--- src/rtl/greenhouse_pkg.sv ---
// Shared definitions for the greenhouse sensor front end: DHT11 reader
// state encoding, protocol timing constants and frame helper functions.
package greenhouse_pkg;

   typedef enum logic [2:0] {
      IDLE,
      START,
      REL,
      RSP_LO,
      RSP_HI,
      BIT_LO,
      BIT_HI,
      CHECK
   } dht_state_t;

   localparam int unsigned START_US   = 18_000;
   localparam int unsigned TIMEOUT_US = 100;
   localparam int unsigned BIT_ONE_US = 40;
   localparam int unsigned FRAME_BITS = 40;
   localparam logic [7:0]  HUM_MAX    = 8'd100;

   function automatic logic [7:0] clamp_hum(input logic [7:0] b);
      return (b > HUM_MAX) ? HUM_MAX : b;
   endfunction

   // B4 must equal the 8-bit wrapped sum of B0..B3
   function automatic logic frame_ok(input logic [39:0] f);
      logic [7:0] s;
      s = f[39:32] + f[31:24] + f[23:16] + f[15:8];
      return s == f[7:0];
   endfunction

endpackage

--- src/rtl/us_tick.sv ---
// One-clock pulse every microsecond, derived from CLK_HZ.
// Ports: clk, rst (async, active high), tick (1-cycle pulse per us).
module us_tick #(
   parameter int unsigned CLK_HZ = 50_000_000
) (
   input  logic clk,
   input  logic rst,
   output logic tick
);

   localparam int unsigned DIV =
      (CLK_HZ / 1_000_000 < 1) ? 1 : CLK_HZ / 1_000_000;
   localparam int unsigned CW = (DIV > 1) ? $clog2(DIV) : 1;

   logic [CW-1:0] cnt;

   assign tick = (cnt == CW'(DIV - 1));

   always_ff @(posedge clk or posedge rst) begin
      if (rst) begin
         cnt <= '0;
      end else if (tick) begin
         cnt <= '0;
      end else begin
         cnt <= cnt + 1'b1;
      end
   end

endmodule

--- src/rtl/dht11_reader.sv ---
// Periodically reads a DHT11 over its single-wire bus and publishes
// humidity (clamped to 100) and temperature from checksum-valid frames.
// Ports: clk, rst (async, active high), dht_in (raw line level),
//        dht_oe (1 = pull line low), humidity, temperature,
//        valid (1-cycle update pulse), error (last read failed).
module dht11_reader
   import greenhouse_pkg::*;
#(
   parameter int unsigned CLK_HZ  = 50_000_000,
   parameter int unsigned POLL_MS = 2000
) (
   input  logic       clk,
   input  logic       rst,
   input  logic       dht_in,
   output logic       dht_oe,
   output logic [7:0] humidity,
   output logic [7:0] temperature,
   output logic       valid,
   output logic       error
);

   localparam logic [31:0] POLL_LAST  = 32'(POLL_MS * 1000 - 1);
   localparam logic [31:0] START_LAST = 32'(START_US - 1);
   localparam logic [31:0] TMO        = 32'(TIMEOUT_US);
   localparam logic [31:0] ONE_W      = 32'(BIT_ONE_US);
   localparam logic [5:0]  LAST_BIT   = 6'(FRAME_BITS - 1);

   dht_state_t  state, nxt;
   logic        tick;
   logic [1:0]  sync;
   logic [1:0]  oe_q;
   logic        line;
   logic [31:0] us_cnt;
   logic [5:0]  bit_cnt;
   logic [39:0] data;
   logic        late;
   logic        fail;
   logic        shift;

   us_tick #(.CLK_HZ(CLK_HZ)) u_tick (
      .clk  (clk),
      .rst  (rst),
      .tick (tick)
   );

   assign line   = sync[1];
   assign dht_oe = (state == START);
   assign late   = tick && (us_cnt >= TMO);

   // oe_q tracks our own drive through the same two-flop delay as the
   // synchronizer, so the low we forced during START is not taken as
   // the sensor's response once we let go of the line.
   always_ff @(posedge clk or posedge rst) begin
      if (rst) begin
         sync <= 2'b11;
         oe_q <= 2'b00;
      end else begin
         sync <= {sync[0], dht_in};
         oe_q <= {oe_q[0], dht_oe};
      end
   end

   always_ff @(posedge clk or posedge rst) begin
      if (rst) begin
         state <= IDLE;
      end else begin
         state <= nxt;
      end
   end

   always_comb begin
      nxt   = state;
      fail  = 1'b0;
      shift = 1'b0;
      unique case (state)
         IDLE:
            if (tick && us_cnt >= POLL_LAST) nxt = START;
         START:
            if (tick && us_cnt >= START_LAST) nxt = REL;
         REL:
            if (!line && !oe_q[1]) nxt = RSP_LO;
            else if (late) fail = 1'b1;
         RSP_LO:
            if (line) nxt = RSP_HI;
            else if (late) fail = 1'b1;
         RSP_HI:
            if (!line) nxt = BIT_LO;
            else if (late) fail = 1'b1;
         BIT_LO:
            if (line) nxt = BIT_HI;
            else if (late) fail = 1'b1;
         BIT_HI:
            if (!line) begin
               shift = 1'b1;
               nxt   = (bit_cnt == LAST_BIT) ? CHECK : BIT_LO;
            end else if (late) begin
               fail = 1'b1;
            end
         CHECK:
            nxt = IDLE;
         default:
            nxt = IDLE;
      endcase
      if (fail) nxt = IDLE;
   end

   // us_cnt restarts on every state change, so it doubles as poll timer,
   // START width, timeout and high-width counter. It reads 0 on the first
   // high sample, so a count of 40 means more than 40 us high.
   always_ff @(posedge clk or posedge rst) begin
      if (rst) begin
         us_cnt      <= '0;
         bit_cnt     <= '0;
         data        <= '0;
         humidity    <= '0;
         temperature <= '0;
         valid       <= 1'b0;
         error       <= 1'b0;
      end else begin
         valid <= 1'b0;
         if (nxt != state) begin
            us_cnt <= '0;
         end else if (tick) begin
            us_cnt <= us_cnt + 1'b1;
         end
         if (state == START) begin
            bit_cnt <= '0;
            data    <= '0;
         end else if (shift) begin
            data    <= {data[38:0], us_cnt >= ONE_W};
            bit_cnt <= bit_cnt + 1'b1;
         end
         if (fail) error <= 1'b1;
         if (state == CHECK) begin
            if (frame_ok(data)) begin
               humidity    <= clamp_hum(data[39:32]);
               temperature <= data[23:16];
               error       <= 1'b0;
               valid       <= 1'b1;
            end else begin
               error <= 1'b1;
            end
         end
      end
   end

endmodule

--- config.mk ---
export PLATFORM = sky130hd
export DESIGN_NAME = dht11_reader
export DESIGN_NICKNAME = d
export VERILOG_FILES = /design/src/rtl/greenhouse_pkg.sv /design/src/rtl/us_tick.sv /design/src/rtl/dht11_reader.sv
export SDC_FILE = /design/constraint.sdc
export NUM_CORES = 1
export LEC_CHECK = 0
export CAP_MARGIN = 20
export CORE_MARGIN = 2
export CORE_UTILIZATION = 40
export DETAILED_ROUTE_END_ITERATION = 7
export PLACE_DENSITY = 0.54
export SLEW_MARGIN = 0
export SYNTH_ARGS = -nofsm -noshare
export SYNTH_HDL_FRONTEND = slang
export SYNTH_SLANG_ARGS = --single-unit
--- constraint.sdc ---
create_clock -name clk -period 9.79 [get_ports clk]
set_clock_uncertainty 0.05 [all_clocks]
set_input_delay 0.979 -clock clk [delete_from_list [all_inputs] [get_ports clk]]
set_output_delay 0.979 -clock clk [all_outputs]
set_load 0.005 [all_outputs]
-- After elaboration in Yosys (flattened, before gate mapping)
Index checks and enable logic that the tools add are counted.
- output and inout port bits: 19
- register bits after elaboration: 109
- bits of input ports: 3
- muxes and demuxes: 30
- reductions and logical operators: 13
- eq/ne operators: 11
- add/subtract/negate cells: 6
- order comparisons: 5
- operators with widths (kind ; count):
    $mux W40 ; 2
    $mux W32 ; 2
    $add A32 B1 Y32 const B ; 1
    $ge A32 B15 Y1 const B ; 1
    $ge A32 B21 Y1 const B ; 1
    $ge A32 B6 Y1 const B ; 1
    $ge A32 B7 Y1 const B ; 1
    $add A8 B8 Y8 ; 3
    $mux W3 ; 8
    $pmux W3 S8 ; 1
    $mux W6 ; 3
    $add A6 B1 Y6 const B ; 2
    $eq A3 B3 Y1 const B ; 4
    $eq A6 B6 Y1 const B ; 2
    $mux W1 ; 11
    $eq A8 B8 Y1 ; 1
    $gt A8 B7 Y1 const B ; 1
    $mux W8 ; 1
    $eq A3 B2 Y1 const B ; 2
    $reduce_bool A2 Y1 ; 3
    $logic_and A1 B1 Y1 ; 4
    $reduce_or A2 Y1 ; 2
    $eq A3 B1 Y1 const B ; 1
    $logic_not A3 Y1 ; 1
    other kinds (5) ; 6

-- Depth between registers and ports, before layout
- depth in word-level cells: 8
- gate-level depth with buffers: 13
- depth with buffers taken out: 11

-- By module
From an unflattened synthesis, not the netlist that was laid out.
- cell total of the unflattened synthesis: 614
- area total of the unflattened synthesis: 6197.2 um^2
- by module, submodules not included (module ; instances ; area each (um^2) ; cells an instance):
    dht11_reader ; 1 ; 5906.9 ; 588
    us_tick ; 1 ; 290.3 ; 26

-- Worst setup path after synthesis
OpenSTA, ideal clock, no wires.
- path kind: reg2reg
- from: register data[9]
- to: register temperature[5]
- required time: 9613 ps
- setup slack: 6238 ps
- arrival time: 3374 ps
- cell stages (with the launch flop): 14
- clock period less this slack: 3552 ps
- buffers on the path: 2
- library setup time: 127 ps
- cells stage by stage: dfrtp_1 fa_1 fa_1 ha_1 inv_1 fa_1 nand2b_1 a21oi_1 a31oi_1 xnor2_1 nand4bb_1 buf_2 buf_6 mux2_1
- longest elaborated chain between the ends: 3
- RTL lines (what ; line ; source):
    from (decl) ; dht11_reader.sv:35 ; logic [39:0] data;
    from (signal assigned) ; dht11_reader.sv:130 ; data <= {data[38:0], us_cnt >= ONE_W};
    $add A8 B8 Y8 ; greenhouse_pkg.sv:29 ; s = f[39:32] + f[31:24] + f[23:16] + f[15:8];
    $eq A8 B8 Y1 ; greenhouse_pkg.sv:30 ; return s == f[7:0];
    $reduce_and A2 Y1 (no source line) ; -- ;
    to (signal assigned) ; dht11_reader.sv:137 ; temperature <= data[23:16];
    to (decl) ; dht11_reader.sv:17 ; output logic [7:0] temperature,
Every way passes these cells.
A chain may end at the register's enable or synchronous reset.

-- Final worst setup path
- from: register data[17]
- to: register temperature[6]
- longest elaborated chain between the ends: 4
- RTL lines (what ; line):
    $add A8 B8 Y8 (2 in series) ; greenhouse_pkg.sv:29
    $eq A8 B8 Y1 ; greenhouse_pkg.sv:30
    $reduce_and A2 Y1 (no source line) ; --
Every way passes these cells.

==> impl_metrics.toml <==
[clock_tree]
insertion_delay_ns = 0.35
post-cts-setup-buffers = 0
htree_levels = 3
cts_resized = 0
cts_sinks = 109
ctsLongestPathBuffers = 2
numCtsBuffers = 9
cts_hold_buffers = 0
clockRootBuffer = "clkbuf_16"
cts_tree = "built"
clkTransAtPathRegs_ns = 0.07

[detailed_routing]
antenna_left = 0
avgRoutedWirePerCell_um = 14.62
wl_mm = 11.64
drt-pass1-iter-count = 4
vias_per_cell = 5.024
drcViolationCount = 0
drtIter0Drc = 178
num_vias = 3999

[logic_synthesis]
yosysTopAreaCell = "dfrtp_1"
yosys-top-cells-area = "dfrtp_1, nand2_1, xor2_1, fa_1, a21oi_1"
synth_top_family_by_area = "simple AND/OR/NAND/NOR gates"
yosysWarnings = 0
synth-xor-area-share = 0.08253
synthSimpleGateAreaFrac = 0.2156
ys_seq_elements = 109
syn_nets = 627
synth-main-ff-cell = "dfrtp_1"
synthCells = 598
synthMuxAreaShare = 0.02765
synth_top_cell_area_share = 0.4587
netlist_area_um2 = 5837
ys_async_sr_fraction = 1.000
synth.distinct_cells = 62
synth_compound_gate_area_share = 0.07931
synth-edff-count = 0
synth_fa_ha_area_frac = 0.07546
ys_seq_area_frac = 0.4677
synth.avg_cell_area_um2 = 9.761

[sta]
finalCriticalPeriod_ns = 3.964
rsz0062_at_grt = "false"
fin_crit_sh = 0.4049
setup_slack_ns = 5.826
fmax_mhz = 252.3
maxSlewHeadroom = 0.5202
finalHoldViolCount = 0
tightestPinTransition_ns = 0.7186
setup_tns_ns = 0
finalSetupViolCount = 0
slew_violations = 0

[setup_path]
critPathRequiredTime_ns = 9.98
cp_max_fo = 13
cp-start-kind = "flop"
critPathMaxStageDelay_ns = 0.55
arrival_ns = 4.15
timing.rr.start = "data[17]"
r2r_slack_ns = 5.83
cp_cell_sequence = "fa_1 -> fa_1 -> ha_1 -> inv_1 -> fa_1 -> nand2b_1 -> a21oi_1 -> a31oi_1 -> xnor2_1 -> nand4bb_1 -> buf_4 -> mux2_1"
crit_top_cell = "fa_1"
setup.worst_path.end_class = "flop"
reg2reg_to = "temperature[6]"
path_class = "reg2reg"
crit_slowest_cell = "fa_1"
ff2ff_path_depth = 12

[pwr]
p_per_area_nw_per_um2 = 132.9
ir_drop_mv = 0.08859
leakage_nw = 2.927

[die]
initial_core_util = 0.4062
core_area_um2 = 14370
row_count = 44
die_y_um = 124.8
die_w_um = 124.8
dieArea_um2 = 15570
io_pins = 22

[grt]
grt.overflow.total = 0
grt_max_degree = 84
grt_use_total = 0.1602
grt_pass1_wl_mm = 20.38
grt_antenna_before_repair = 0
grt_pass1_vias = 4079

[job]
cap_violations = 0

[placement]
io_buffers = 21
pre_cts_ws_ns = 5.837
dp_hpwl_mm = 7.884
place.gp.congestion = 0.7692

[worst_hold_path]
holdCritPathClass = "reg2reg"
holdPathStages = 0
hp-start = "oe_q[0]"
hold_end = "oe_q[1]"

[final_layout]
fin_nets = 637
drive_gt1_frac = 0.1144
syn2layout_area_growth_pct = 11.38
antenna_cells = 0
fillers = 1370

[outcome]
status = "finished clean"
layout make-up:
type                       count  area [µm²]  share of cell area
inverter                      34       130.1             0.02002
clock inverter                 3       68.82             0.01059
timing repair buffer          27       275.3             0.04234
multi-input combinational    427        2810              0.4323
clock buffer                  12       256.5             0.03945
sequential                   109        2730              0.4199
tap                          184       230.2             0.03541
metal layers:
| layer | up-vias | track usage | routed length, µm |
|---|---|---|---|
| li1 | 1996 | - | - |
| met1 | 1950 | 0.2222 | 5670 |
| met2 | 42 | 0.2555 | 5538 |
| met3 | 11 | 0.02448 | 238 |
| met4 | 0 | 0.05816 | 189 |
| met5 | - | 0 | 0 |
per-stage QoR:
step           area (µm²)  cells  hold WS [ns]  power (mW)    util
2_1_floorplan        5837    598        0.2812      0.4675       -
3_3_place_gp         6148    780        0.2836      0.4715  0.4279
3_5_place_dp         6148    780        0.2865      0.4715  0.4279
4_1_cts              6474    795        0.3016      0.8736  0.4505
5_1_grt              6501    796        0.3106      0.8959  0.4525
6_report             6501    796        0.2982      0.8642  0.4525
where the power goes:
group	switching, mW	internal, mW
Sequential	0.000613	0.451
Combinational	0.00949	0.00244
Clock	0.163	0.238
worst max path at each step:
| stage | from | to | cells after the start |
|---|---|---|---|
| floorplan | rst | bit_cnt[0] | 1 |
| global placement | data[17] | temperature[6] | 12 |
| detailed placement | data[17] | temperature[7] | 12 |
| CTS | data[17] | temperature[7] | 12 |
| global route | data[17] | temperature[4] | 12 |
| finish | data[17] | temperature[6] | 12 |
flip-flops by register name (all words and copies together), names as in the netlist:
| signal | cells |
|---|---|
| u_tick.cnt | 6 |
| oe_q | 2 |
| bit_cnt | 6 |
| sync | 2 |
| humidity | 8 |
| data | 40 |
| temperature | 8 |
| us_cnt | 32 |
| valid | 1 |
| error | 1 |
| state | 3 |
cell families (layout without fill, tap and decap cells):
group / after synthesis / after routing
adders and majority gates: 27 / 27
muxes: 15 / 15
buffers and inverters: 62 / 76
DFF: 109 / 109
AOI/OAI and AO/OA: 79 / 79
and+or+nand+nor: 251 / 251
xor gates and xnor gates: 55 / 55
layout by cell type, fill, tap and decap left out, types with 2 or more instances in the layout:
cell / synthesis / routed
nand4_1: 6 / 6
mux2_2: 7 / 7
nor3_2: 2 / 3
nand2_1: 102 / 102
clkbuf_8: 0 / 2
bufinv_16: 0 / 2
buf_4: 1 / 5
xnor2_1: 22 / 22
a21oi_1: 49 / 49
nor2_2: 30 / 30
dfstp_2: 2 / 2
clkdlybuf4s50_1: 0 / 21
nor3_1: 10 / 9
nor4_1: 4 / 4
fa_1: 14 / 14
mux2i_1: 6 / 6
nor2_1: 31 / 31
a31oi_1: 3 / 3
o211ai_1: 2 / 2
xor2_1: 33 / 33
or3_1: 4 / 4
a211oi_1: 3 / 3
o22ai_1: 2 / 2
dfrtp_1: 107 / 107
nor3b_1: 2 / 2
nand3_1: 23 / 23
inv_1: 34 / 33
and2_1: 7 / 7
nand2b_1: 5 / 5
and3_1: 12 / 12
mux2_1: 2 / 2
clkbuf_16: 0 / 9
o21ai_0: 7 / 7
ha_1: 12 / 12
synthesized netlist by cell type, types with 4 or more instances:
library cell  count
nor2_1           31
nand3_1          23
mux2i_1           6
buf_6             8
and2_1            7
inv_1            34
or3_1             4
and3_1           12
xor2_1           33
o21ai_0           7
clkbuf_1         14
nand2_1         102
fa_1             14
nor4_1            4
a21oi_1          49
nand2b_1          5
nor3_1           10
ha_1             12
dfrtp_1         107
mux2_2            7
nor2_2           30
nand4_1           6
xnor2_1          22
worst max-delay path: cells and delay by family (launching register included):
| family | cells | cell delay, ns |
|---|---|---|
| adders and majority gates | 4 | 1.65 |
| buffers and inverters | 2 | 0.37 |
| xor gates and xnor gates | 1 | 0.15 |
| AOI/OAI and AO/OA | 2 | 0.35 |
| DFF | 1 | 0.43 |
| muxes | 1 | 0.33 |
| and+or+nand+nor | 2 | 0.52 |
No activity file was read; power rests on OpenSTA's default activity.
